$ cat src/rtl/fetch_pkg.sv
// Shared types and defaults for the dual-issue fetch PC unit.
package fetch_pkg;

  localparam int PC_W             = 8;
  localparam int DEF_BTB_ENTRIES  = 16;
  localparam int DEF_BTB_IDX_W    = $clog2(DEF_BTB_ENTRIES);
  localparam int DEF_BTB_TAG_W    = PC_W - DEF_BTB_IDX_W;
  localparam logic [PC_W-1:0] DEF_RESET_PC = 8'h00;

  // The tag field is PC_W-1 bits wide so one entry type fits every legal
  // BTB size (the index is at least one bit). Unused upper bits stay zero.
  typedef struct packed {
    logic            valid;
    logic [PC_W-2:0] tag;
    logic [PC_W-1:0] target;
  } btb_entry_t;

  // Tag of a PC for a BTB with idxW index bits, zero-extended to the field.
  function automatic logic [PC_W-2:0] btb_tag(input logic [PC_W-1:0] pc,
                                              input int idxW);
    logic [PC_W-1:0] shifted;
    shifted = pc >> idxW;
    return shifted[PC_W-2:0];
  endfunction

endpackage

$ cat src/rtl/fetch_pc_unit_if.sv
// Fetch-stage bus: Execute redirect/BTB-write inputs, predictor directions,
// and the fetch pair presented to the predictor and instruction memory.
interface fetch_pc_unit_if;
  import fetch_pkg::*;

  logic            stall_F;
  logic            redirect_E;
  logic [PC_W-1:0] redirect_pc_E;
  logic            prediction_inst1;
  logic            prediction_inst2;
  logic            btb_wr1_E;
  logic [PC_W-1:0] btb_wr1_pc_E;
  logic [PC_W-1:0] btb_wr1_tgt_E;
  logic            btb_wr2_E;
  logic [PC_W-1:0] btb_wr2_pc_E;
  logic [PC_W-1:0] btb_wr2_tgt_E;
  logic [PC_W-1:0] PC_inst1_F;
  logic [PC_W-1:0] PC_inst2_F;
  logic            inst1_valid_F;
  logic            inst2_valid_F;
  logic            pred_taken_inst1_F;
  logic            pred_taken_inst2_F;
  logic [PC_W-1:0] pred_target_F;

  // The fetch unit itself.
  modport master (
    input  stall_F, redirect_E, redirect_pc_E,
    input  prediction_inst1, prediction_inst2,
    input  btb_wr1_E, btb_wr1_pc_E, btb_wr1_tgt_E,
    input  btb_wr2_E, btb_wr2_pc_E, btb_wr2_tgt_E,
    output PC_inst1_F, PC_inst2_F, inst1_valid_F, inst2_valid_F,
    output pred_taken_inst1_F, pred_taken_inst2_F, pred_target_F
  );

  // The surrounding pipeline (predictor, Execute).
  modport slave (
    output stall_F, redirect_E, redirect_pc_E,
    output prediction_inst1, prediction_inst2,
    output btb_wr1_E, btb_wr1_pc_E, btb_wr1_tgt_E,
    output btb_wr2_E, btb_wr2_pc_E, btb_wr2_tgt_E,
    input  PC_inst1_F, PC_inst2_F, inst1_valid_F, inst2_valid_F,
    input  pred_taken_inst1_F, pred_taken_inst2_F, pred_target_F
  );

endinterface

$ cat src/rtl/fetch_btb.sv
// Direct-mapped branch target buffer: two combinational read ports, two
// registered write ports (port 2 wins on an index collision).
module fetch_btb
  import fetch_pkg::*;
#(
  parameter int BTB_ENTRIES = DEF_BTB_ENTRIES
) (
  input  logic            clk,
  input  logic            reset,
  input  logic [PC_W-1:0] rd1_pc_i,
  input  logic [PC_W-1:0] rd2_pc_i,
  output logic            hit1_o,
  output logic            hit2_o,
  output logic [PC_W-1:0] tgt1_o,
  output logic [PC_W-1:0] tgt2_o,
  input  logic            wr1_i,
  input  logic [PC_W-1:0] wr1_pc_i,
  input  logic [PC_W-1:0] wr1_tgt_i,
  input  logic            wr2_i,
  input  logic [PC_W-1:0] wr2_pc_i,
  input  logic [PC_W-1:0] wr2_tgt_i
);

  localparam int IDX = $clog2(BTB_ENTRIES);

  btb_entry_t     mem_q [BTB_ENTRIES];
  btb_entry_t     rd1_entry, rd2_entry;
  btb_entry_t     wr1_entry, wr2_entry;
  logic [IDX-1:0] rd1_idx, rd2_idx, wr1_idx, wr2_idx;

  // Lookup both fetch slots and build the entries Execute wants to store.
  always_comb begin
    rd1_idx   = rd1_pc_i[IDX-1:0];
    rd2_idx   = rd2_pc_i[IDX-1:0];
    wr1_idx   = wr1_pc_i[IDX-1:0];
    wr2_idx   = wr2_pc_i[IDX-1:0];
    rd1_entry = mem_q[rd1_idx];
    rd2_entry = mem_q[rd2_idx];
    hit1_o    = rd1_entry.valid && (rd1_entry.tag == btb_tag(rd1_pc_i, IDX));
    hit2_o    = rd2_entry.valid && (rd2_entry.tag == btb_tag(rd2_pc_i, IDX));
    tgt1_o    = rd1_entry.target;
    tgt2_o    = rd2_entry.target;
    wr1_entry = '{valid: 1'b1, tag: btb_tag(wr1_pc_i, IDX), target: wr1_tgt_i};
    wr2_entry = '{valid: 1'b1, tag: btb_tag(wr2_pc_i, IDX), target: wr2_tgt_i};
  end

  // Reset only invalidates entries; port 2 is written last so it wins.
  always_ff @(posedge clk) begin
    if (reset) begin
      for (int i = 0; i < BTB_ENTRIES; i++) begin
        mem_q[i].valid <= 1'b0;
      end
    end else begin
      if (wr1_i) mem_q[wr1_idx] <= wr1_entry;
      if (wr2_i) mem_q[wr2_idx] <= wr2_entry;
    end
  end

endmodule

$ cat src/rtl/fetch_pc_unit.sv
// Dual-issue fetch PC generator: PC register, BTB-backed next-PC selection
// and Execute redirect. Define FETCH_PERF_CNT_EN to add saturating
// redirect / predicted-taken event counters.
module fetch_pc_unit
  import fetch_pkg::*;
#(
  parameter int              BTB_ENTRIES = DEF_BTB_ENTRIES,
  parameter logic [PC_W-1:0] RESET_PC    = DEF_RESET_PC
) (
  input  logic          clk,
  input  logic          reset,
  fetch_pc_unit_if.master bus
`ifdef FETCH_PERF_CNT_EN
  ,
  output logic [15:0]   perf_redirect_cnt,
  output logic [15:0]   perf_pred_taken_cnt
`endif
);

  logic [PC_W-1:0] pc_q, pc_d;
  logic [PC_W-1:0] pc_plus1, pc_plus2;
  logic            hit1, hit2;
  logic [PC_W-1:0] tgt1, tgt2;
  logic            pred1, pred2;

  fetch_btb #(.BTB_ENTRIES(BTB_ENTRIES)) u_btb (
    .clk       (clk),
    .reset     (reset),
    .rd1_pc_i  (pc_q),
    .rd2_pc_i  (pc_plus1),
    .hit1_o    (hit1),
    .hit2_o    (hit2),
    .tgt1_o    (tgt1),
    .tgt2_o    (tgt2),
    .wr1_i     (bus.btb_wr1_E),
    .wr1_pc_i  (bus.btb_wr1_pc_E),
    .wr1_tgt_i (bus.btb_wr1_tgt_E),
    .wr2_i     (bus.btb_wr2_E),
    .wr2_pc_i  (bus.btb_wr2_pc_E),
    .wr2_tgt_i (bus.btb_wr2_tgt_E)
  );

  // Fetch pair, slot predictions and the next-PC priority mux.
  always_comb begin
    pc_plus1 = pc_q + PC_W'(1);
    pc_plus2 = pc_q + PC_W'(2);
    pred1    = ~reset & bus.prediction_inst1 & hit1;
    pred2    = ~reset & bus.prediction_inst2 & hit2 & ~pred1;

    bus.PC_inst1_F         = pc_q;
    bus.PC_inst2_F         = pc_plus1;
    bus.pred_taken_inst1_F = pred1;
    bus.pred_taken_inst2_F = pred2;
    bus.inst1_valid_F      = ~reset & ~bus.redirect_E;
    bus.inst2_valid_F      = ~reset & ~bus.redirect_E & ~pred1;
    bus.pred_target_F      = pred1 ? tgt1 : (pred2 ? tgt2 : '0);

    pc_d = pc_plus2;
    if (bus.redirect_E)   pc_d = bus.redirect_pc_E;
    else if (bus.stall_F) pc_d = pc_q;
    else if (pred1)       pc_d = tgt1;
    else if (pred2)       pc_d = tgt2;
  end

  // PC register; reset has top priority over every redirect or stall.
  always_ff @(posedge clk) begin
    if (reset) pc_q <= RESET_PC;
    else       pc_q <= pc_d;
  end

`ifdef FETCH_PERF_CNT_EN
  logic [15:0] redir_cnt_q, taken_cnt_q;

  // Saturating event counters; a squashed or stalled cycle is not a taken fetch.
  always_ff @(posedge clk) begin
    if (reset) begin
      redir_cnt_q <= '0;
      taken_cnt_q <= '0;
    end else begin
      if (bus.redirect_E && redir_cnt_q != 16'hFFFF)
        redir_cnt_q <= redir_cnt_q + 16'd1;
      if (~bus.stall_F && ~bus.redirect_E && (pred1 | pred2) && taken_cnt_q != 16'hFFFF)
        taken_cnt_q <= taken_cnt_q + 16'd1;
    end
  end

  assign perf_redirect_cnt   = redir_cnt_q;
  assign perf_pred_taken_cnt = taken_cnt_q;
`endif

endmodule
$ cat src/flat_wrapper.sv
// flat-port wrapper written by rule: the top's interface ports become plain ports
module fetch_pc_unit_flat import fetch_pkg::*;
#(
  parameter int              BTB_ENTRIES = DEF_BTB_ENTRIES,
  parameter logic [PC_W-1:0] RESET_PC    = DEF_RESET_PC
)
  (clk, reset, bus_stall_F, bus_redirect_E, bus_redirect_pc_E, bus_prediction_inst1, bus_prediction_inst2, bus_btb_wr1_E, bus_btb_wr1_pc_E, bus_btb_wr1_tgt_E, bus_btb_wr2_E, bus_btb_wr2_pc_E, bus_btb_wr2_tgt_E, bus_PC_inst1_F, bus_PC_inst2_F, bus_inst1_valid_F, bus_inst2_valid_F, bus_pred_taken_inst1_F, bus_pred_taken_inst2_F, bus_pred_target_F);
  fetch_pc_unit_if bus_i ();
  input  logic clk;
  input  logic reset;
  input wire logic [$bits(bus_i.stall_F)-1:0] bus_stall_F;
  input wire logic [$bits(bus_i.redirect_E)-1:0] bus_redirect_E;
  input wire logic [$bits(bus_i.redirect_pc_E)-1:0] bus_redirect_pc_E;
  input wire logic [$bits(bus_i.prediction_inst1)-1:0] bus_prediction_inst1;
  input wire logic [$bits(bus_i.prediction_inst2)-1:0] bus_prediction_inst2;
  input wire logic [$bits(bus_i.btb_wr1_E)-1:0] bus_btb_wr1_E;
  input wire logic [$bits(bus_i.btb_wr1_pc_E)-1:0] bus_btb_wr1_pc_E;
  input wire logic [$bits(bus_i.btb_wr1_tgt_E)-1:0] bus_btb_wr1_tgt_E;
  input wire logic [$bits(bus_i.btb_wr2_E)-1:0] bus_btb_wr2_E;
  input wire logic [$bits(bus_i.btb_wr2_pc_E)-1:0] bus_btb_wr2_pc_E;
  input wire logic [$bits(bus_i.btb_wr2_tgt_E)-1:0] bus_btb_wr2_tgt_E;
  output wire logic [$bits(bus_i.PC_inst1_F)-1:0] bus_PC_inst1_F;
  output wire logic [$bits(bus_i.PC_inst2_F)-1:0] bus_PC_inst2_F;
  output wire logic [$bits(bus_i.inst1_valid_F)-1:0] bus_inst1_valid_F;
  output wire logic [$bits(bus_i.inst2_valid_F)-1:0] bus_inst2_valid_F;
  output wire logic [$bits(bus_i.pred_taken_inst1_F)-1:0] bus_pred_taken_inst1_F;
  output wire logic [$bits(bus_i.pred_taken_inst2_F)-1:0] bus_pred_taken_inst2_F;
  output wire logic [$bits(bus_i.pred_target_F)-1:0] bus_pred_target_F;
  assign bus_i.stall_F = bus_stall_F;
  assign bus_i.redirect_E = bus_redirect_E;
  assign bus_i.redirect_pc_E = bus_redirect_pc_E;
  assign bus_i.prediction_inst1 = bus_prediction_inst1;
  assign bus_i.prediction_inst2 = bus_prediction_inst2;
  assign bus_i.btb_wr1_E = bus_btb_wr1_E;
  assign bus_i.btb_wr1_pc_E = bus_btb_wr1_pc_E;
  assign bus_i.btb_wr1_tgt_E = bus_btb_wr1_tgt_E;
  assign bus_i.btb_wr2_E = bus_btb_wr2_E;
  assign bus_i.btb_wr2_pc_E = bus_btb_wr2_pc_E;
  assign bus_i.btb_wr2_tgt_E = bus_btb_wr2_tgt_E;
  assign bus_PC_inst1_F = bus_i.PC_inst1_F;
  assign bus_PC_inst2_F = bus_i.PC_inst2_F;
  assign bus_inst1_valid_F = bus_i.inst1_valid_F;
  assign bus_inst2_valid_F = bus_i.inst2_valid_F;
  assign bus_pred_taken_inst1_F = bus_i.pred_taken_inst1_F;
  assign bus_pred_taken_inst2_F = bus_i.pred_taken_inst2_F;
  assign bus_pred_target_F = bus_i.pred_target_F;
  fetch_pc_unit #(.BTB_ENTRIES(BTB_ENTRIES), .RESET_PC(RESET_PC)) u_core (.clk(clk), .reset(reset), .bus(bus_i));
endmodule
$ cat config.mk
export PLATFORM = sky130hd
export DESIGN_NAME = fetch_pc_unit_flat
export DESIGN_NICKNAME = d
export VERILOG_FILES = /design/src/rtl/fetch_pkg.sv /design/src/rtl/fetch_pc_unit_if.sv /design/src/rtl/fetch_btb.sv /design/src/rtl/fetch_pc_unit.sv /design/src/flat_wrapper.sv
export SDC_FILE = /design/constraint.sdc
export NUM_CORES = 1
export LEC_CHECK = 0
export ABC_CLOCK_PERIOD_IN_PS = 9500
export CAP_MARGIN = 20
export CORE_MARGIN = 3
export CORE_UTILIZATION = 25
export DETAILED_ROUTE_END_ITERATION = 7
export SLEW_MARGIN = 10
export SYNTH_ARGS = -nofsm -noshare
export SYNTH_HDL_FRONTEND = slang
export SYNTH_HIERARCHICAL = 1
export SYNTH_SLANG_ARGS = --single-unit
export TNS_END_PERCENT = 5
$ cat constraint.sdc
create_clock -name clk -period 9.5 [get_ports clk]
set_input_delay 0.95 -clock clk [delete_from_list [all_inputs] [get_ports clk]]
set_output_delay 0.95 -clock clk [all_outputs]
set_load 0.02 [all_outputs]
==> out/qor.yml <==
outcome:
  outcome: "completed"
clocking:
  cts_root_buf: "clkbuf_16"
  cts_tree: "yes"
  clockBufferDepth: 3
  post_cts.repair.setup_buffers: 0
  cts.repair.resized: 0
  htreeDepth: 1
  hold_buffers: 0
  clk_latency_ps: 520
  path_clk_slew_ps: 60
  cts_inserted_buffers: 25
  cts_sinks: 216
global_routing:
  grt_use_total_pct: 16.1
  antenna_found_initial: 0
  grt_pass1_wl_um: 63800
  globalRouteOverflowTotal: 0
  grt_pass1_vias: 9235
  grt_max_degree: 59
yosys:
  synth_edf_count: 192
  syn_area_um2: 12700
  synth_cells: 902
  synthFlopType: "edfxtp_1"
  synth_top_area_share_pct: 45.3
  synth-seq-cells: 216
  synth_nets: 953
  avgSynthCellArea_um2: 14.1
  synth_area_leaders: "edfxtp_1 (45%), mux4_2 (20%), a22o_1 (13%)"
  yosys_warnings: 6
  postSynth.asyncResetShare_pct: 0
  seq_area_frac_synth_pct: 49.0
  synth_cell_types: 56
  synth_top_cell_by_area: "edfxtp_1"
power_and_ir_drop:
  powerDensity_nw_per_um2: 151
  power.static_leakage_nw: 4.35
  peakVddDrop_mv: 0.120
floorplanning:
  die_x_um: 232
  die_y_um: 232
  num_rows: 82
  fp.dieArea_um2: 53700
  ios: 76
  start_util_pct: 25.3
  coreArea_um2: 50300
run:
  maxCapViolCount: 0
timing:
  setup_slack_ps: 2960
  period_share_pct: 68.9
  period_minus_slack_ps: 6540
  rsz0062_at_grt: "no"
  drv_slew: 0
  setup_viol: 0
  slew_headroom_pct: 23.5
  fmax_ghz: 0.153
  tightest_slew_ps: 1150
  final_hold_viol_count: 0
  fin_skew_ps: 8.38
  fin_setup_tns_ps: 0
place:
  hpwlAfterDp_um: 28900
  routabilityCongestion: 0.860
  pre_cts_ws_ps: 3560
  io_buffers: 75
worst_setup_path:
  crit_family: "simple AND/OR/NAND/NOR gates"
  critPathKind: "reg -> out"
  crit_buf_inv: 2
  max_stage_delay_ps: 760
  crit_path_start_kind: "register"
  cp-end-kind: "output pin"
  worstPathMaxFanout: 34
  path_cells: "ha_2 -> buf_4 -> mux4_2 -> nand2b_1 -> a21oi_1 -> or4_4 -> a211oi_2 -> and2_0 -> and2_1 -> a22o_1 -> clkdlybuf4s50_1"
  crit_required_ps: 8550
  worstPathArrival_ps: 5590
  slowest_stage: "ha_2"
routing:
  drt_wl_total_um: 44400
  drcViolationCount: 0
  detail-route-antenna-nets: 0
  vias: 9259
  dr.first_iter.drc_count: 1344
  wire_per_inst_um: 27.5
  dr.pass1.iters: 5
  via_per_inst: 5.74
cells_and_area:
  utilization_pct: 29.8
  drive_above_1_share_pct: 23.9
  syn2layout_area_growth_pct: 17.4
  n_fill_cell: 5029
  nets: 974
worst_hold_path:
  hold_class: "reg -> reg"
## Yosys cell counts (4+ instances only)
library cell	count
o211ai_1	4
nor2b_1	7
o21a_1	4
nand2_1	26
nor2_1	42
dfxtp_1	24
a22o_1	196
mux4_1	5
a32o_1	5
o21ai_0	17
a21o_1	16
mux4_2	113
clkbuf_1	61
edfxtp_1	192
nand3b_1	5
xnor2_1	4
inv_1	7
xor2_1	11
a22oi_1	7
nor3_1	4
nand2b_1	8
buf_2	22
buf_6	5
buf_1	30
mux2i_1	12
nand3_1	19
nand4_1	8
## layer usage
layer,global-route usage (%),routed length (um),share of wire [%],vias to the layer above
met4,5.23,1540,3.5,0
li1,-,-,-,3803
met3,4.01,5690,13,114
met5,0,0,0,-
met2,23.4,18700,42,654
met1,23.3,18400,41,4688
## layout make-up
| class | count | area [um^2] | area share [%] |
|---|---|---|---|
| sequential | 216 | 6250 | 41.8 |
| inverter | 8 | 30.0 | 0.201 |
| timing repair buffer | 116 | 1060 | 7.08 |
| multi-input combinational | 556 | 6010 | 40.2 |
| clock inverter | 13 | 87.6 | 0.585 |
| clock buffer | 32 | 682 | 4.56 |
| tap | 672 | 841 | 5.62 |
| antenna | 1 | 2.50 | 0.0167 |
## where the power goes
group	total (mW)	leakage (nW)	switching (mW)	internal, mW
sequential	1.07	1.56	0.0198	1.05
clock	0.915	0.391	0.384	0.531
combinational	0.273	2.41	0.159	0.114
total	2.26	4.35	0.563	1.69
## kinds of logic after synthesis
logic type / after synthesis / share of synthesized area (%)
flip-flops: 216 / 49.0
adder cells (fa/ha/maj): 3 / 0.295
AO/OA/AOI/OAI: 273 / 17.9
multiplexers: 132 / 22.1
buffers and inverters: 130 / 4.44
XOR/XNOR: 15 / 1.03
AND/OR/NAND/NOR: 133 / 5.21
## state kept, by name, indices dropped and copies added (netlist names)
signal and count:
u_core/u_btb/mem_q 208, u_core/bus.PC_inst1_F 8
## per-stage QoR
step	total power [mW]	instances	area (um^2)	hold slack (ps)
finish	2.26	1614	15000	481
global route	2.32	1613	15000	501
CTS	2.26	1613	15000	483
detailed placement	1.36	1568	14200	469
global placement	1.35	1568	14200	460
floorplan	1.26	902	12700	436
## cells in the final DEF, fill, tap and decap left out, types with 12 or more instances in the layout
cell type        Yosys  layout
buf_4                3      41
mux2i_1             12      12
a22o_1             196     196
edfxtp_1           192     192
nor2_2               0      12
a21o_1              16      16
clkdlybuf4s50_1      0      75
mux4_2             113     113
o21ai_1              3      15
nand2_1             26      26
clkbuf_16            0      25
nand3_1             19      19
dfxtp_1             24      21
nor2_1              42      30
## final timing paths
check	depth (start not counted)	slack, ps	startpoint	endpoint
hold / removal	1	480	u_core/u_btb/mem_q[0][12]	u_core/u_btb/mem_q[0][12]
hold reg to reg	1	480	u_core/u_btb/mem_q[0][12]	u_core/u_btb/mem_q[0][12]
setup reg to reg	11	4770	u_core/bus.PC_inst1_F[0]	u_core/bus.PC_inst1_F[1]
setup / recovery	11	2960	u_core/bus.PC_inst1_F[0]	bus_pred_target_F[2]
Power figures use the tool's default switching activity.
